===== config.mk =====
export PLATFORM = sky130hd
export DESIGN_NAME = seg7_scan_driver
export DESIGN_NICKNAME = d
export VERILOG_FILES = /design/src/rtl/seg7_pkg.sv /design/src/rtl/seg7_bcd_decode.sv /design/src/rtl/seg7_scan_driver.sv
export SDC_FILE = /design/constraint.sdc
export NUM_CORES = 1
export LEC_CHECK = 0
export ABC_CLOCK_PERIOD_IN_PS = 2900
export CAP_MARGIN = 20
export CORE_MARGIN = 4
export CORE_UTILIZATION = 54
export CTS_CLUSTER_SIZE = 8
export DETAILED_ROUTE_END_ITERATION = 12
export PLACE_DENSITY = 0.87
export SLEW_MARGIN = 25
export SYNTH_ARGS = -nofsm -noshare
export SYNTH_HDL_FRONTEND = slang
export SYNTH_SLANG_ARGS = --single-unit

===== constraint.sdc =====
create_clock -name clk -period 2.9 [get_ports clk]
set_clock_uncertainty 0.05 [all_clocks]
set_input_delay 0.725 -clock clk [delete_from_list [all_inputs] [get_ports clk]]
set_output_delay 0.725 -clock clk [all_outputs]
set_load 0.005 [all_outputs]

===== src/rtl/seg7_pkg.sv =====
// -----------------------------------------------------------------------------
// seg7_pkg
// Shared types and constants for the four-digit seven-segment scan driver.
//   NUM_DIGITS  : number of multiplexed digits
//   seg7_t      : segment vector {g,f,e,d,c,b,a}, active-low
//   bcd_t       : one BCD digit
//   SEG_BLANK   : all segments off
//   SEG_DASH    : only segment g lit, shown for non-BCD values
//   SEG_TABLE   : active-low segment patterns for digits 0..9
// -----------------------------------------------------------------------------
package seg7_pkg;

    localparam int NUM_DIGITS = 4;

    typedef logic [6:0] seg7_t;
    typedef logic [3:0] bcd_t;

    localparam seg7_t SEG_BLANK = 7'h7F;
    localparam seg7_t SEG_DASH  = 7'h3F;

    // Index 0 is the left-most element of the packed array.
    localparam seg7_t [0:9] SEG_TABLE = {
        7'h40, 7'h79, 7'h24, 7'h30, 7'h19,
        7'h12, 7'h02, 7'h78, 7'h00, 7'h10
    };

endpackage


===== src/rtl/seg7_bcd_decode.sv =====
// -----------------------------------------------------------------------------
// seg7_bcd_decode
// Combinational BCD to active-low seven-segment decoder.
//   bcd : input digit (0..15)
//   seg : segments {g..a}, active-low; values 10..15 show a dash
// -----------------------------------------------------------------------------
module seg7_bcd_decode
    import seg7_pkg::*;
(
    input  bcd_t  bcd,
    output seg7_t seg
);

    always_comb begin
        seg = SEG_DASH;
        if (bcd < 4'd10) begin
            seg = SEG_TABLE[bcd];
        end
    end

endmodule


===== src/rtl/seg7_scan_driver.sv =====
// -----------------------------------------------------------------------------
// seg7_scan_driver
// Time-multiplexed driver for a four-digit common-anode display. All four
// digits are captured into a shadow register once per frame so a frame never
// mixes old and new counts; each digit slot begins with a short blanking gap
// that suppresses ghosting while anodes switch.
//
// Parameters:
//   REFRESH_DIV  : clk cycles per digit slot (>= 2)
//   BLANK_CYCLES : cycles at slot start with all anodes off (< REFRESH_DIV)
// Ports:
//   clk    : system clock
//   rst_n  : asynchronous active-low reset
//   Q1..Q4 : units..thousands BCD digits
//   dp_in  : decimal-point request per digit, bit 0 = units, 1 = lit
//   an     : anode enables, active-low, bit 0 = units
//   seg    : segments {g..a}, active-low
//   dp     : decimal point, active-low
// Build option:
//   LEADING_ZERO_BLANK_EN : blank leading zero digits (units never blanked)
// -----------------------------------------------------------------------------
module seg7_scan_driver
    import seg7_pkg::*;
#(
    parameter int REFRESH_DIV  = 100000,
    parameter int BLANK_CYCLES = 1000
) (
    input  logic       clk,
    input  logic       rst_n,
    input  logic [3:0] Q1,
    input  logic [3:0] Q2,
    input  logic [3:0] Q3,
    input  logic [3:0] Q4,
    input  logic [3:0] dp_in,
    output logic [3:0] an,
    output logic [6:0] seg,
    output logic       dp
);

    localparam int PW = (REFRESH_DIV > 1) ? $clog2(REFRESH_DIV) : 1;
    localparam logic [PW-1:0] P_LAST  = PW'(REFRESH_DIV - 1);
    localparam logic [PW-1:0] P_BLANK = PW'(BLANK_CYCLES);

    logic [PW-1:0] p;
    logic [1:0]    i;
    logic [15:0]   shadow_q;
    logic [3:0]    shadow_dp;

    logic  slot_end;
    bcd_t  cur_bcd;
    seg7_t dec_seg;
    logic  lz_blank;

    assign slot_end = (p == P_LAST);
    assign cur_bcd  = shadow_q[{i, 2'b00} +: 4];

    seg7_bcd_decode u_decode (
        .bcd (cur_bcd),
        .seg (dec_seg)
    );

    // A digit is a leading zero when it and every higher digit are zero.
    always_comb begin
        lz_blank = 1'b0;
`ifdef LEADING_ZERO_BLANK_EN
        case (i)
            2'd3:    lz_blank = (shadow_q[15:12] == 4'd0);
            2'd2:    lz_blank = (shadow_q[15:8]  == 8'd0);
            2'd1:    lz_blank = (shadow_q[15:4]  == 12'd0);
            default: lz_blank = 1'b0;
        endcase
`endif
    end

    always_ff @(posedge clk or negedge rst_n) begin
        if (!rst_n) begin
            p         <= '0;
            i         <= 2'd0;
            shadow_q  <= 16'd0;
            shadow_dp <= 4'd0;
            an        <= 4'b1111;
            seg       <= SEG_BLANK;
            dp        <= 1'b1;
        end else begin
            if (slot_end) begin
                p <= '0;
                i <= i + 2'd1;
                // Capture on the last cycle of the frame so the next frame
                // starts with a coherent snapshot.
                if (i == 2'd3) begin
                    shadow_q  <= {Q4, Q3, Q2, Q1};
                    shadow_dp <= dp_in;
                end
            end else begin
                p <= p + 1'b1;
            end

            // Outputs reflect this cycle's (i, p, shadow), one cycle later.
            if (p < P_BLANK) begin
                an  <= 4'b1111;
                seg <= SEG_BLANK;
                dp  <= 1'b1;
            end else begin
                an  <= ~(4'b0001 << i);
                seg <= lz_blank ? SEG_BLANK : dec_seg;
                dp  <= ~shadow_dp[i];
            end
        end
    end

endmodule


==> impl_results.md, run 1 <==
* Initial Util at 55.52%
* Critical Path RT at 3.05 ns
* Final Max Tran Viols at 0
* Die width at 74.91 um
* Critical Path Fanout Max at 20
* Routed WL at 4.180 mm
* Part of the power in combinational logic at 7.1%
* GPL Wtd Cong at about 0.84
* Mapped Area at 2417 um^2
* Via count at 1494
* Min-Delay Path Class: register to register
* Psw at 0.2722 mW
* Final Hold Viols at 0
* Reg2Reg Depth at 5
* CP bufs+invs at 0
* CP top delay family: simple AND/OR/NAND/NOR gates
* # IOs at 34
* Vias in the first global route at 1542
* Post-Synthesis Cells at 189
* Clock Root Buffer: clkbuf_8
* CP max-delay cell: or4_4
* Grt total ovfl at 0
* Worst-margin pin slew at 0.8354 ns
* Antenna violations before repair at 0
* Sequential Area at 1291 um^2
* Int Pwr at 0.9495 mW
* Die height at about 75 um
* Pin count of the biggest net entering global routing at 41
* FILL cells at 324
* Crit. Startpoint: p[0]
* Rows at 24
* Worst R2R Start: p[0]
* Syn Area/Cell at around 13 um^2
* Most common cell after layout, fill and taps aside: dfrtp_1
* Gr usage total at 17.87%
* CTS HTree Levels at 2
* Yosys reg bits at 51
* Hold path cells at 1
* DR WL/cell at 15.09 um
* Synth unique cells at 32
* Highest-count cells in the layout ignoring fill and taps: 39 x dfrtp_1, 32 x clkdlybuf4s50_1, 20 x mux2_4
* Layout cells sized above 1 at between 20% and 30%
* Drt first pass iters at 4
* Static leakage at 1.243 nW
* Sum of negative setup slack at 0 ns
* Highest clock rate at between 0.4 and 0.5 GHz
* Post-CTS Setup Repair Bufs at 0
* Synthesis Warnings at 0
* Max IR drop VDD at 0.2643 mV
* Rel. slew slack at 44.31%
* Cell Chain, Critical Path: ha_1 > and4_1 > nand2_1 > or4_4 > mux2_4
* Syn Nets at approximately 220
* Number of vias per cell at approximately 5.4
* Power per Cell Area at between 400 and 500 nW/um^2
* Hold_sp: p[0]
* Min Clock Period, post-route at approximately 2.4 ns
* Clock Sinks at just over 50
* Final period util at between 80% and 90%
* Full die area at roughly 5600 um^2
* Crit path capture type: register
* # hold bufs at CTS at 0
* Clk Latency, worst-skew pair at 0.31 ns
* Largest stage delay, worst path at 0.73 ns
* Area Overhead vs Synth at 18.63%
* Clock power share at 32.7%
* Seq pwr share at between 60% and 70%
* Total CTS buffers at 5
* Critical Path AT at 2.50 ns
* Detailed Place HPWL at roughly 3.1 mm
* Clk buf depth at 2
* Core area at 4354 um^2
* CTS clk-pin slew, worst paths at 0.09 ns
* Buffers on Ports at 33
* Initial DRC count at 109
* Remaining antenna violation count at 0
* Final setup vio count at 0
* R2R Path End: shadow_q[11]
* Sw Ratio at 22.28%
* TritonCTS clock tree: built
* DRC violations left at 0
* Inserted Diodes at 0
* Post_cts resized at 0
* Global-route wire length before repair at 7.493 mm
* Status: finished clean
* Final net count at 256
* Post-synthesis sequential area ratio at 53.42%
* Unrepaired setup endpoints after global routing: false
* Final hold slack at about 0.44 ns
* Setup slack, reg-to-reg at 0.55 ns
* Multi-input gate area at 1065 um^2
* Pwr Total at 1.222 mW
* WS Path Type: register to register
* Max Cap Violations at 0
* Critical path startpoint category: register
* Hold endpoint: p[0]
## final cells by class
cell class                      count  area share (%)
Clock buffer                        5           2.400
Clock inverter                      3          0.6545
Inverter                            5          0.6545
Multi-Input combinational cell    126           37.13
Sequential cell                    51           45.03
Tap cell                           52           2.269
Timing Repair Buffer               35           11.87
## stage by stage
step | cells | setup WS (ns) | instance area, um^2 | util (%)
after floorplan | 189 | 0.7924 | 2417 | -
after global placement | 269 | 0.6519 | 2780 | 63.85
after detailed placement | 269 | 0.5834 | 2780 | 63.85
after CTS | 277 | 0.5620 | 2868 | 65.86
after global routing | 277 | 0.4611 | 2868 | 65.86
final | 277 | 0.5473 | 2868 | 65.86
## worst max-delay path by stage
| stage | slack [ns] | cells after the start | end |
|---|---|---|---|
| after global routing | 0.46 | 5 | shadow_dp[3] |
| final | 0.55 | 5 | shadow_q[11] |
| after CTS | 0.56 | 5 | shadow_q[12] |
| after detailed placement | 0.58 | 5 | shadow_q[14] |
| after floorplan | 0.79 | 7 | shadow_dp[0] |
| after global placement | 0.65 | 5 | shadow_q[9] |
## sequential cells by signal, summed over array words and instances, names as in the netlist
signal,count
p,17
shadow_q,16
seg,7
i,2
dp,1
shadow_dp,4
an,4
## cells in the mapped netlist
cell type / instances / area (um^2)
dfrtp_1: 39 / 975.9
nor4_1: 2 / 12.51
mux4_2: 5 / 112.6
nor2b_1: 1 / 6.260
a21oi_1: 7 / 35.03
or4_1: 1 / 7.510
or2_2: 2 / 12.51
or4b_1: 1 / 10.01
mux2_2: 1 / 11.26
xnor2_1: 11 / 96.34
and4_1: 2 / 17.52
dfstp_2: 12 / 315.3
a211oi_1: 1 / 7.510
clkbuf_2: 1 / 5.000
or3_1: 2 / 12.51
or4_4: 1 / 11.26
xor2_1: 3 / 26.28
inv_1: 5 / 18.77
o21ai_0: 10 / 50.05
clkbuf_1: 4 / 15.01
o211ai_1: 1 / 7.510
nand4_1: 2 / 12.51
ha_1: 10 / 125.1
nand2_1: 17 / 63.81
nand3_1: 8 / 40.04
nor3b_1: 1 / 7.510
nand2b_1: 3 / 18.77
nor2_1: 9 / 33.78
nor3_1: 4 / 20.02
mux2_4: 20 / 300.3
and2_1: 1 / 6.260
buf_6: 2 / 22.52
## routing by layer
layer | GRT usage (%) | vias to the layer above | part of all wire, %
met5 | 0 | - | 0
met1 | 24.04 | 726 | 48
li1 | - | 729 | -
met4 | 7.510 | 0 | 2.0
met3 | 4.272 | 6 | 4.1
met2 | 27.85 | 33 | 46
## kinds of logic after synthesis
family                   Yosys count  synth area share, %
flip-flops                        51                53.42
XOR/XNOR                          14                5.073
buffers and inverters             12                2.536
adder cells (fa/ha/maj)           10                5.176
AND/OR/NAND/NOR                   57                12.11
multiplexers                      26                17.55
AO/OA/AOI/OAI                     19                4.141
## power groups by stage
| stage | Clock, mW | Combinational, mW | Sequential (mW) |
|---|---|---|---|
| 4_1_cts | 0.417 | 0.0890 | 0.735 |
| 5_1_grt | 0.440 | 0.0978 | 0.737 |
| 3_5_place_dp | 0 | 0.0892 | 0.748 |
| 2_1_floorplan | 0 | 0.0401 | 0.744 |
| 6_report | 0.400 | 0.0873 | 0.734 |
| 3_3_place_gp | 0 | 0.0850 | 0.746 |
(Power assumes the default switching activity.)
==> run 2: changes to the inputs <==
--- a/config.mk
+++ b/config.mk
@@ -5,7 +5,7 @@
 export SDC_FILE = /design/constraint.sdc
 export NUM_CORES = 1
 export LEC_CHECK = 0
-export ABC_CLOCK_PERIOD_IN_PS = 2900
+export ABC_CLOCK_PERIOD_IN_PS = 2200
 export CAP_MARGIN = 20
 export CORE_MARGIN = 4
 export CORE_UTILIZATION = 54
==> constraint.sdc (replaced) <==
create_clock -name clk -period 2.2 [get_ports clk]
set_clock_uncertainty 0.05 [all_clocks]
set_input_delay 0.55 -clock clk [delete_from_list [all_inputs] [get_ports clk]]
set_output_delay 0.55 -clock clk [all_outputs]
set_load 0.005 [all_outputs]
==> run 2 against run 1 <==
Flip-flop and latch count unchanged. Routed wire length increased by 16%. First-iteration DRC count decreased by 3.7%. Cell area increased by 3.7%. Fmax increased by 9.2%. Die area unchanged. Sequential power increased by 32%. Core utilization increased by 2.4 points. Largest cell class unchanged. Highest routed layer unchanged.
==> impl_results.md, run 2 (synthesis results as in run 1) <==
* Status: finished clean
* Highest-count cells in the layout ignoring fill and taps: 39 x dfrtp_1, 32 x clkdlybuf4s50_1, 20 x mux2_4
* Detailed Place HPWL at approximately 3.3 mm
* Final instance area at between 2000 and 3000 um^2
* Final hold slack at approximately 0.10 ns
* Die height at 74.91 um
* Most common cell after layout, fill and taps aside: dfrtp_1
* Biggest regs: p x17, shadow_q x16, seg x7
* CTS clk-pin slew, worst paths at 0.10 ns
* Highest clock rate at 0.4643 GHz
* Met2 Use GR at slightly below 30%
* Die width at 74.91 um
* CP max-delay cell: or4b_1
* Total CTS buffers at 5
* Largest stage delay, worst path at 0.66 ns
* Dpl cells at between 200 and 300
* Post-Layout Cell Count at roughly 290
* WS Path Type: register to register
* Worst setup path endpoint: shadow_q[14]
* Critical Path RT at 2.35 ns
* Static leakage at roughly 1.3 nW
* Worst-margin pin slew at 0.4450 ns
* Full die area at around 5600 um^2
* Max IR drop VDD at 0.5069 mV
* Cell Chain, Critical Path: or4b_1 > or4_4 > mux2_4
* DP Area at about 2800 um^2
* Critical Path Fanout Max at 5
* GR Util met3 at 4.539%
* Min-Delay Path Class: input pin to asynchronous set/reset pin
* CTS HTree Levels at 2
* Routed WL at 4.836 mm
* R2R Path End: shadow_q[14]
* Inserted Diodes at 0
* DR WL/cell at 16.79 um
* Critical Path AT at between 2 and 2.5 ns
* Buffers on Ports at 33
* Vias in the first global route at 1543
* Rel. slew slack at 70.06%
* Reg2Reg Depth at 3
* Final setup vio count at 0
* Global-route wire length before repair at about 7.5 mm
* TritonCTS clock tree: built
* Layout cells sized above 1 at between 20 and 30%
* Min Clock Period, post-route at 2.154 ns
* DRC violations left at 0
* Drt first pass iters at 4
* Setup slack, reg-to-reg at 0.05 ns
* Gr usage total at 18.26%
* Met1 usage at 23.58%
* Fin util at 68.28%
* Number of vias per cell at approximately 5.5
* Power per Cell Area at 548.3 nW/um^2
* Clock Root Buffer: clkbuf_8
* Largest reg by FF count: p
* Rows at 24
* Worst R2R Start: p[5]
* Initial Util at 55.52%
* Antenna violations before repair at 0
* Initial DRC count at 105
* GPL Wtd Cong at 0.8147
* Core area at roughly 4400 um^2
* Crit. Startpoint: p[5]
* Remaining antenna violation count at 0
* Pin count of the biggest net entering global routing at 21
* Final net count at between 200 and 300
* Clock Sinks at 51
* # IOs at 34
* Critical path startpoint category: register
* Final Max Tran Viols at 0
* Grt total ovfl at 0
* Clk Latency, worst-skew pair at 0.31 ns
* Max Cap Violations at 0
* Via count at 1582
* Max reg flops at 17
* Final Hold Viols at 0
* Clk buf depth at 2
* Busiest grt layer: met2
* Area Overhead vs Synth at 22.98%
* Crit path capture type: register
* Final period util at 97.90%
[run 2: cell types whose count changed in the layout (fill, tap and decap cells not counted)]
| cell | change |
|---|---|
| buf_4 | +8 |
| or4_4 | +3 |
| nand3_1 | -1 |
| nand3_2 | +1 |
| nor4_1 | -1 |
| nor4_2 | +1 |
[run 2: what timing repair did]
| item | in CTS | in global routing |
|---|---|---|
| pin swaps | 0 | 3 |
| hold buffers | 0 | 0 |
| cloned | 0 | 3 |
| gates resized for setup | 1 | 4 |
| setup endpoints to repair | 1 | 20 |
| setup buffers | 0 | 2 |
[run 2: per-layer routing]
layer / vias to the layer above / wire, um
met4: 0 / 82
met2: 46 / 2403
li1: 754 / -
met5: - / 0
met3: 6 / 246
met1: 776 / 2103
[run 2: how the worst min path moves through the flow]
stage,from,cells after the start,to
finish,rst_n,1,shadow_q[7]
floorplan,rst_n,0,i[0]
global route,rst_n,1,shadow_q[7]
detailed placement,p[0],1,p[0]
CTS,rst_n,1,shadow_q[7]
global placement,p[0],1,p[0]
[run 2: worst max-delay path, delay by kind of cell (launching register included)]
kind             cells  cell delay, ns
AND/OR/NAND/NOR      2            1.28
flip-flops           1            0.39
multiplexers         1            0.32
[run 2: power breakdown]
part | internal, mW | switching (mW)
Sequential | 0.957 | 0.0115
Combinational | 0.0723 | 0.0463
Clock | 0.224 | 0.319
Total | 1.25 | 0.377
[run 2: final cells by class]
type,instances,area [um^2]
clock buffer,5,68.82
clock inverter,3,18.77
fill,288,1381
inverter,5,18.77
multi-input combinational,129,1110
sequential,51,1291
tap,52,65.06
timing repair buffer,43,400.4
[run 2: stage by stage]
step | power (mW) | setup WS, ns | setup TNS [ns]
after detailed placement | 1.105 | 0.02362 | 0
after CTS | 1.651 | 0.006404 | 0
after floorplan | 1.034 | 0.09245 | 0
after global routing | 1.710 | -0.01476 | -0.04182
final | 1.630 | 0.04617 | 0
after global placement | 1.098 | 0.07196 | 0
==> run 3: changes to the inputs <==
--- a/config.mk
+++ b/config.mk
@@ -6,7 +6,7 @@
 export NUM_CORES = 1
 export LEC_CHECK = 0
 export ABC_CLOCK_PERIOD_IN_PS = 2200
-export CAP_MARGIN = 20
+export CAP_MARGIN = 10
 export CORE_MARGIN = 4
 export CORE_UTILIZATION = 54
 export CTS_CLUSTER_SIZE = 8
@@ -16,3 +16,4 @@
 export SYNTH_ARGS = -nofsm -noshare
 export SYNTH_HDL_FRONTEND = slang
 export SYNTH_SLANG_ARGS = --single-unit
+export TNS_END_PERCENT = 100
==> results of run 3 <==
Same layout as run 2: the final DEF is identical, and so are final timing and power.
